File: src/rtl/prog_mem_server.sv
// rtl/prog_mem_server.sv - byte-loaded program image serving the core's instruction fetch port
// Loads an image over a valid/ready byte stream, holds the core while loading, then serves fetches.
module prog_mem_server #(
  parameter int          DEPTH = 32,
  parameter logic [7:0]  FILL  = 8'h00
) (
  input  logic       clk50,
  input  logic       reset,
  input  logic [7:0] ReadAddress,
  output logic [7:0] instruction,
  input  logic       load_valid,
  input  logic [7:0] load_data,
  input  logic       load_last,
  output logic       load_ready,
  output logic       cpu_hold,
  output logic [8:0] prog_len,
  output logic       addr_err
);

  localparam int AW = (DEPTH > 1) ? $clog2(DEPTH) : 1;

  localparam logic [1:0] S_EMPTY = 2'd0;
  localparam logic [1:0] S_LOAD  = 2'd1;
  localparam logic [1:0] S_RUN   = 2'd2;

  logic [1:0] state;
  logic       commit;
  logic [8:0] wr_ptr;
  logic [7:0] mem [DEPTH];

  logic       accept;
  logic [8:0] wr_idx;
  logic       final_byte;
  logic       in_range;
  logic       out_range;

  // commit marks the one cycle between the final byte and entering RUN
  assign load_ready = !commit;
  assign accept     = load_valid && load_ready;
  assign wr_idx     = (state == S_LOAD) ? wr_ptr : 9'd0;
  assign final_byte = load_last || (wr_idx == 9'(DEPTH - 1));
  assign cpu_hold   = (state != S_RUN);

  assign in_range    = (state == S_RUN) && ({1'b0, ReadAddress} < prog_len);
  assign out_range   = (state == S_RUN) && ({1'b0, ReadAddress} >= prog_len);
  assign instruction = in_range ? mem[ReadAddress[AW-1:0]] : FILL;

  always_ff @(posedge clk50 or negedge reset) begin
    if (!reset) begin
      state    <= S_EMPTY;
      commit   <= 1'b0;
      wr_ptr   <= 9'd0;
      prog_len <= 9'd0;
      addr_err <= 1'b0;
      for (int i = 0; i < DEPTH; i++) begin
        mem[i] <= FILL;
      end
    end else begin
      addr_err <= out_range;
      if (commit) begin
        state    <= S_RUN;
        prog_len <= wr_ptr;
        wr_ptr   <= 9'd0;
        commit   <= 1'b0;
      end else if (accept) begin
        // a byte arriving in EMPTY or RUN always starts a fresh image at address 0
        mem[wr_idx[AW-1:0]] <= load_data;
        wr_ptr <= wr_idx + 9'd1;
        state  <= S_LOAD;
        commit <= final_byte;
        if (state == S_RUN) begin
          prog_len <= 9'd0;
        end
      end
    end
  end

endmodule
File: config.mk
export PLATFORM = sky130hd
export DESIGN_NAME = prog_mem_server
export DESIGN_NICKNAME = d
export VERILOG_FILES = /design/src/rtl/prog_mem_server.sv
export SDC_FILE = /design/constraint.sdc
export NUM_CORES = 1
export LEC_CHECK = 0
export CAP_MARGIN = 20
export CELL_PAD_IN_SITES_DETAIL_PLACEMENT = 1
export CELL_PAD_IN_SITES_GLOBAL_PLACEMENT = 1
export CORE_MARGIN = 5
export CORE_UTILIZATION = 25
export CTS_CLUSTER_SIZE = 8
export DETAILED_ROUTE_END_ITERATION = 16
export PLACE_DENSITY_LB_ADDON = 0.1
export SYNTH_ARGS = -nofsm -noshare
export SYNTH_HDL_FRONTEND = slang
export SYNTH_SLANG_ARGS = --single-unit
File: constraint.sdc
create_clock -name clk50 -period 4.3 [get_ports clk50]
set_clock_uncertainty 0.1 [all_clocks]
set_input_delay 1.29 -clock clk50 [delete_from_list [all_inputs] [get_ports clk50]]
set_output_delay 1.29 -clock clk50 [all_outputs]
set_load 0.05 [all_outputs]
; Word level (Yosys, flattened, before mapping)
; Index checks and enable logic that the tools add are counted.
[op_classes]
n_eq_ne = 4
n_shift = 0
div = 0
muxes = 17
n_reduce_logical = 10
bitwise = 3
n_lt_le_gt_ge = 5
add_sub_neg = 1
n_mul = 0
[ops]
columns = cell, count
row1 = 256-bit bitwise mux, 1
row2 = 9-bit two-way mux, 6
row3 = 8-bit binary-select mux with 5-bit select, 1
row4 = 8-bit demux with 5-bit select, 1
row5 = 8-bit two-way mux, 4
row6 = "6-bit >= comparator, second input constant", 2
row7 = 5-bit NOT with 6-bit output, 2
row8 = "9-bit by 1-bit adder with 9-bit output, second input constant", 1
row9 = "9-bit by 5-bit == test with 1-bit output, second input constant", 1
row10 = 8-bit by 9-bit >= comparator with 1-bit output, 1
row11 = 8-bit by 9-bit < comparator with 1-bit output, 1
row12 = "6-bit by 1-bit < comparator with 1-bit output, second input constant", 1
row13 = 1-bit logical AND, 4
row14 = 2-bit two-way mux, 2
row15 = 2-bit AND reduction, 2
row16 = 2-bit nonzero test, 2
row17 = "2-bit by 1-bit == test with 1-bit output, second input constant", 1
row18 = "2-bit == test, second input constant", 1
row19 = 1-bit two-way mux, 2
row20 = "2-bit != test, second input constant", 1
row21 = 1-bit zero test, 1
row22 = 1-bit logical OR, 1
row23 = 1-bit NOT, 1
[totals]
mem_bits_rw = 0
regBits = 278
romBits = 0
out_inout_bits = 20
input_bits = 20
mem_count = 0
elab_cells = 77
latch_bits = 0

; Longest topological paths before layout
; Gate-level depths: netlist of run 1.
[depth]
word_depth = 8
ltp_mapped = 9

; Worst setup path after synthesis of run 1
; OpenSTA, ideal clock, no wires.
[synth_path]
path_type = input port to output port
startpoint = input ReadAddress[0]
endpoint = output instruction[0]
cell_stages = 8
arrival_time_ps = 3779
n_path_buf = 3
path_slack_ps = -869
path_cell_list = buf_6 -> buf_6 -> nand2_2 -> buf_2 -> o22ai_1 -> a221oi_1 -> o22ai_1 -> nor4_1
[synth_between]
elab_chain_len = 5
elab_cells_between_ends = 7
classes_between = order compare: 1 / mux: 4 / bitwise: 1 / reduce/logical: 1
[synth_rtl]
columns = item, line
row1 = from (decl), 9  ; input logic [7:0] ReadAddress,
row2 = 5-bit NOT with 6-bit output (not written as such), 46  ; assign instruction = in_range ? mem[ReadAddress[AW-1:0]] : FILL;
row3 = 8-bit binary-select mux with 5-bit select, 46
row4 = 8-bit two-way mux (not written as such) (2 in series), 46
row5 = 8-bit two-way mux (*), 46
row6 = to (decl), 10  ; output logic [7:0] instruction,
; Mark *: on every way between the ends. The rest lies on a longest branch, timed or not. The select of a mux whose other input is x is not followed.

; Worst setup path after layout of run 1
[layout_path]
startpoint = input ReadAddress[7]
endpoint = output instruction[0]
[layout_between]
elab_chain_len = 3
[layout_rtl]
columns = item, line
row1 = 8-bit by 9-bit < comparator with 1-bit output, 44  ; assign in_range = (state == S_RUN) && ({1'b0, ReadAddress} < prog_len);
row2 = 1-bit logical AND, 44
row3 = 8-bit two-way mux, 46
; Every way passes these cells.

==> results of run 1 <==
==> flip-flops by register name (all words and copies together) (netlist names) <==
| signal | flops |
|---|---|
| addr_err | 1 |
| commit | 1 |
| mem | 256 |
| prog_len | 9 |
| state | 2 |
| wr_ptr | 9 |
==> through the flow <==
step                utilization [%]  power, mW  TNS, ps  instances  setup WS, ps
global route                  32.04      6.860    -1865       1761        -303.0
global placement              29.14      3.628    -4532       1696        -621.2
finish                        32.04      6.566    -1025       1761        -188.3
floorplan                         -      3.274    -2396        946        -302.8
detailed placement            29.14      3.641    -4723       1696        -650.9
CTS                           31.95      6.706    -1201       1761        -221.7
==> layout by cell type (no fill, tap or decap), types with 4 or more instances in the layout <==
cell type          n
clkbuf_16         44
a211oi_1          13
a221oi_2           5
a21oi_1           11
nor2b_1           14
buf_12            25
nand2_2            4
o21ai_0            4
dfrtp_1          278
buf_4             80
mux2_2           270
nor2_8            12
mux4_2            28
o22ai_2            5
buf_6              6
buf_2              5
o22ai_1           22
mux2_1            19
a221oi_1          12
nor4_4             7
nor2_1             8
inv_1             14
nand2_1           28
clkdlybuf4s50_1   22
mux2i_1           38
nor2_4             6
and3_1             5
ha_4               5
buf_8              5
a22o_1            10
ha_1               5
==> report_power, final <==
| part | internal, mW | leakage, nW | switching [mW] |
|---|---|---|---|
| sequential | 2.77 | 3.82 | 0.0787 |
| combinational | 0.354 | 3.74 | 0.428 |
| clock | 1.77 | 0.548 | 1.17 |
| total | 4.89 | 8.11 | 1.67 |
==> cell families (layout without fill, tap and decap cells) <==
group | after synthesis | after routing | share of synthesized area, %
multiplexers | 357 | 357 | 32.01
buffers and inverters | 81 | 208 | 3.223
flip-flops | 278 | 278 | 51.94
AND/OR/NAND/NOR | 119 | 119 | 6.492
adder cells (fa/ha/maj) | 12 | 12 | 1.121
AO/OA/AOI/OAI | 99 | 99 | 5.212
==> cell type report <==
cell class	instances	area (µm²)	share of cell area, %
Sequential cell	278	6957	41.07
Multi-Input combinational cell	587	6376	37.64
Timing Repair Buffer	146	1579	9.321
Clock buffer	46	1097	6.478
Tap cell	688	860.8	5.082
Inverter	14	52.55	0.3102
Clock inverter	2	17.52	0.1034
==> worst max-delay path by stage <==
stage | startpoint | to | slack [ps] | cells after the start
after CTS | ReadAddress[3] | instruction[6] | -220 | 11
after floorplan | ReadAddress[7] | instruction[0] | -300 | 6
final | ReadAddress[7] | instruction[0] | -190 | 9
after global placement | ReadAddress[3] | instruction[4] | -620 | 7
after global routing | ReadAddress[1] | instruction[0] | -300 | 10
after detailed placement | ReadAddress[3] | instruction[4] | -650 | 7
==> timing repair <==
action                                  4_1_cts  5_1_grt
pin swaps                                    26       17
cloned                                        2        0
endpoints found under the setup margin        8        8
resized for setup                            64       20
buffers inserted                             17        4
hold endpoints to repair                      0        0
==> per-layer routing <==
metal  up-vias  wire length (µm)  GRT usage [%]
li1       3748                 -              -
met1      4415             19640          20.22
met2        97             20090          24.19
met3        56               978          2.049
met4         0              1095          4.479
met5         -                 0              0
==> results by group, run 1 <==
Outcome
  – Status: finished, violations left
  – Failing checks: negative setup slack

Synth
  – Mapped Cells: 946
  – Synth async-reset ratio: 100.0%
  – Synthesized area: 13390 µm²
  – Top_reg_cell synth: dfrtp_1
  – Flops & latches, synth: 278
  – Synth area leaders: dfrtp_1 (52%), mux2_2 (23%), mux4_2 (4.7%)
  – Most instantiated library cell after synthesis: dfrtp_1
  – Mapped Nets: 978
  – Avg Synthesized Cell Area: 14.16 µm²
  – Post-synth EDFFs: 0
  – Commonest cells post-synth: dfrtp_1 (278), mux2_2 (272), mux2i_1 (38)
  – Netlist cell types: 47
  – Post-synthesis sequential area ratio: 51.94%
  – Top cell type's share of synthesized area: 51.94%
  – Yosys warns: 0
  – Area leader, netlist: dfrtp_1

Finish
  – Fin nets: 1100
  – Share of cells above drive strength 1: 50.14%
  – N_diodes: 0
  – Area grow syn2layout: 26.47%
  – Fin area: 16940 µm²
  – # fillers: 5513

Global route
  – Largest net degree at the start of global routing: 80
  – Gr usage total: 14.70%
  – Initial antenna violation count: 0
  – Grt total ovfl: 0
  – First-pass GRT wire length: 63.67 mm
  – Vias in the first global route: 9301

Clock network
  – Clock latency on the worst-skew pair: 540 ps
  – Total CTS buffers: 41
  – Clock transition at path regs: 40 ps
  – CTS root buffer: clkbuf_16
  – Hold buffers post-CTS: 0
  – CTS tree: built
  – Clock Tree Buf Depth: 3
  – Clock sink count: 278
  – Number of H-tree levels: 2

Die
  – Row Count: 84
  – Core outline area: 52870 µm²
  – Initial Utilization: 25.34%
  – Die area: 58310 µm²
  – Die Span Y: 241.5 µm
  – Die Width: 241.5 µm
  – I/O pin count: 40

Setup path
  – WP buf/inv: 3
  – Reg2reg end: mem[167]$_DFFE_PN0P_
  – Peak fanout along the critical path: 7
  – Crit path max-delay family: simple AND/OR/NAND/NOR gates
  – CP arrival: 3100 ps
  – Setup crit end kind: output pin
  – Critical path launch point type: primary input
  – R2R depth: 7
  – Critical Path, Cell by Cell: buf_2, ha_4, nand3b_1, o22ai_2, a21oi_2, o211ai_1, clkbuf_16, nor4_4, buf_12
  – Max stage delay cell, worst path: nor4_4
  – R2R Setup Slk: 1440 ps
  – Critical Path RT: 2910 ps
  – Critical path class: in -> out
  – Worst r2r src: state[0]$_DFFE_PN0P_
  – Crit-path max cell delay: 460 ps

Timing
  – Tmin final: 4488 ps
  – Smallest hold slack: 381.2 ps
  – Unrepaired setup endpoints after global routing: yes
  – Worst-Margin Slew: 856.6 ps
  – Final worst-path cycle share: 104.4%
  – Final setup fails: 8
  – Final Worst Setup Slack: -188.3 ps
  – Final-report hold violation count: 0
  – F_max: 0.2228 GHz
  – Fin. max-slew vios: 0
  – Slew headroom: 42.72%

Power and ir drop
  – PwrDens: 387.6 nW/µm²
  – Peak VDD IR: 0.2391 mV
  – Pleak: 8.107 nW

Worst hold path
  – Hold-critical path depth: 1
  – Hold Crit Start: mem[36]$_DFFE_PN0P_
  – Worst Hold End: mem[36]$_DFFE_PN0P_
  – Hold WC Path Type: reg -> reg

Drt
  – Initial drt markers: 278
  – DR pass1 iterations: 4
  – Vias per cell: 4.722
  – Drt drc: 0
  – Drt wl/cell: 23.74 µm
  – Routed Antenna Nets: 0
  – DRT Wirelength: 41.80 mm
  – Total number of vias: 8316

Place
  – Port bufs: 39
  – Final HPWL DP: 28.40 mm
  – Placement Cell Area: 15400 µm²
  – Gpl congestion: 0.7763

Job
  – Max-cap violation count: 0
(Power assumes the default switching activity.)
==> run 2: changes to the inputs <==
--- a/config.mk
+++ b/config.mk
@@ -9,7 +9,7 @@
 export CELL_PAD_IN_SITES_DETAIL_PLACEMENT = 1
 export CELL_PAD_IN_SITES_GLOBAL_PLACEMENT = 1
 export CORE_MARGIN = 5
-export CORE_UTILIZATION = 25
+export CORE_UTILIZATION = 50
 export CTS_CLUSTER_SIZE = 8
 export DETAILED_ROUTE_END_ITERATION = 16
 export PLACE_DENSITY_LB_ADDON = 0.1
==> run 2 against run 1 <==
  * The flow still finishes with violations (negative setup slack)
  * First-iteration DRC count up 100%
  * Maximum frequency up 2.0%
  * Sequential power about the same
  * Non-clock buffer count down 28
  * Global-route usage up 11 points
  * Largest cell class unchanged
  * Cell area down 3.5%
  * Routed wire length down 9.5%
==> results by group, run 2 (synthesis results as in run 1) <==
Clock network
  – Number of H-tree levels: 2 (unchanged)
  – Clock transition at path regs: 50 ps (about the same)
  – Clock Tree Buf Depth: 3 (unchanged)
  – Clock latency on the worst-skew pair: 520 ps (-20 ps)
  – Clock sink count: 278 (unchanged)
  – CTS tree: built
  – Total CTS buffers: 40 (-2.4%)
  – CTS root buffer: clkbuf_16

Die
  – I/O pin count: 40 (unchanged)
  – Core outline area: 26650 µm² (-50%)
  – Die Span Y: 173.7 µm (-28%)
  – Die Width: 173.7 µm (-28%)
  – Die area: 30160 µm² (-48%)
  – Row Count: 60 (-29%)
  – Initial Utilization: 50.26% (+25 points)

Finish
  – # fillers: 2419 (-56%)
  – Largest regs: mem: 256 flops, prog_len: 9 flops, wr_ptr: 9 flops
  – N_diodes: 0 (unchanged)
  – Fin nets: 1071 (-2.6%)
  – Share of cells above drive strength 1: 50.10% (about the same)
  – Commonest cells after routing, fill and taps aside: dfrtp_1 (278), mux2_2 (272), buf_4 (58)
  – Final core occ: 61.32% (+29 points)
  – Most common cell after layout, fill and taps aside: dfrtp_1
  – Number of flip-flops in the largest register: 256 (unchanged)
  – Area grow syn2layout: 22.02%
  – Largest Register: mem

Timing
  – Fin. max-slew vios: 0 (unchanged)
  – Final worst-path cycle share: 102.3% (-2.1 points)
  – Final-report hold violation count: 0 (unchanged)
  – Smallest hold slack: 383.0 ps (+1.804 ps)
  – Unrepaired setup endpoints after global routing: yes
  – Worst-Margin Slew: 1160 ps (+303.2 ps)
  – Final setup fails: 7 (-1)
  – Post-Route Setup TNS: -426.6 ps (+597.9 ps)
  – Final Worst Setup Slack: -99.51 ps (+88.78 ps)
  – Slew headroom: 22.44% (-20 points)
  – F_max: 0.2273 GHz (+2.0%)
  – Tmin final: 4400 ps (-88.78 ps)

Place
  – Pre-CTS setup slack: -851.6 ps (-200.7 ps)
  – Final HPWL DP: 24.97 mm (-12%)
  – Port bufs: 39 (unchanged)
  – Gpl congestion: 0.9263 (+19%)

Drt
  – Vias per cell: 6.049 (+28%)
  – Drt drc: 0 (unchanged)
  – Top Metal Used: met4
  – Drt wl/cell: 27.37 µm (+15%)
  – Initial drt markers: 568 (+100%)
  – DRT Wirelength: 37.85 mm (-9.5%)
  – Routed wl met3: 1.808 mm (+85%)
  – Routed length on met2: 19.05 mm (-5.2%)
  – DR pass1 iterations: 4 (unchanged)
  – Total number of vias: 8366 (+0.60%)
  – M1 wire length: 15.89 mm (-19%)
  – Routed Antenna Nets: 0 (unchanged)

Setup path
  – Worst r2r src: state[0]$_DFFE_PN0P_
  – Critical path class: in -> out
  – Critical Path RT: 2910 ps (about the same)
  – Setup crit end kind: output pin
  – Critical path launch point type: primary input
  – CP arrival: 3010 ps (-90 ps)
  – Peak fanout along the critical path: 8 (+1)
  – Critical path origin: ReadAddress[1]

Outcome
  – Status: finished, violations left
  – Failing checks: negative setup slack

Global route
  – Gr usage total: 25.55% (+11 points)
  – First-pass GRT wire length: 59.87 mm (-6.0%)
  – Vias in the first global route: 9471 (+1.8%)
  – Grt total ovfl: 0 (unchanged)
  – Initial antenna violation count: 0 (unchanged)
  – Largest net degree at the start of global routing: 101 (+26%)

Power and ir drop
  – Pwr Total: 6.364 mW (-3.1%)
  – Pleak: 7.960 nW (-1.8%)
  – Peak VDD IR: 0.3028 mV (+27%)
  – PwrDens: 389.4 nW/µm² (+0.47%)

Worst hold path
  – Hold Crit Start: mem[36]$_DFFE_PN0P_
  – Hold WC Path Type: reg -> reg

Job
  – Max-cap violation count: 0 (unchanged)
## run 2: layout make-up
type | instances | area (µm²) | share of cell area (%)
repair buffers | 118 | 1369 | 8.375
clock buffers | 42 | 1008 | 6.171
clock inverters | 3 | 45.04 | 0.2756
multi-input cells | 587 | 6485 | 39.68
inverters | 14 | 52.55 | 0.3215
well taps | 341 | 426.7 | 2.611
flip-flops and latches | 278 | 6957 | 42.57
## run 2: power breakdown
group	switching, mW	leakage [nW]	internal, mW
Clock	1.10	0.516	1.65
Sequential	0.0837	3.82	2.77
Combinational	0.428	3.62	0.332
Total	1.61	7.96	4.75
## run 2: worst paths after layout
check,end,slack (ps),cells past startpoint
max,instruction[0],-100,10
min,mem[36]$_DFFE_PN0P_,380,1
max reg2reg,mem[230]$_DFFE_PN0P_,1130,6
min reg2reg,mem[36]$_DFFE_PN0P_,380,1
max in group asynchronous,mem[203]$_DFFE_PN0P_,2410,2
min in group asynchronous,mem[14]$_DFFE_PN0P_,700,1
## run 2: routing by layer
layer,vias to the layer above,global-route usage (%)
li1,3650,-
met4,0,7.819
met2,168,43.13
met1,4485,34.03
met5,-,0
met3,63,4.449
## run 2: critical path: stages
cell and delay [ps]:
buf_16 130, buf_8 120, ha_1 180, nand3_1 70, nand2_1 80, a21oi_2 160
o211ai_1 140, clkbuf_16 220, nor4_4 410, buf_12 190
## run 2: metrics by stage
stage	area [µm²]	cells
global route	16340	1383
finish	16340	1383
global placement	14700	1326
CTS	16220	1375
detailed placement	14700	1326
floorplan	13570	946
## run 2: what timing repair did
action / CTS / global route
cloned: 3 / 1
buffers inserted: 8 / 7
pin swaps: 29 / 17
hold buffers: 0 / 0
gates resized for setup: 93 / 12
endpoints found under the setup margin: 8 / 8
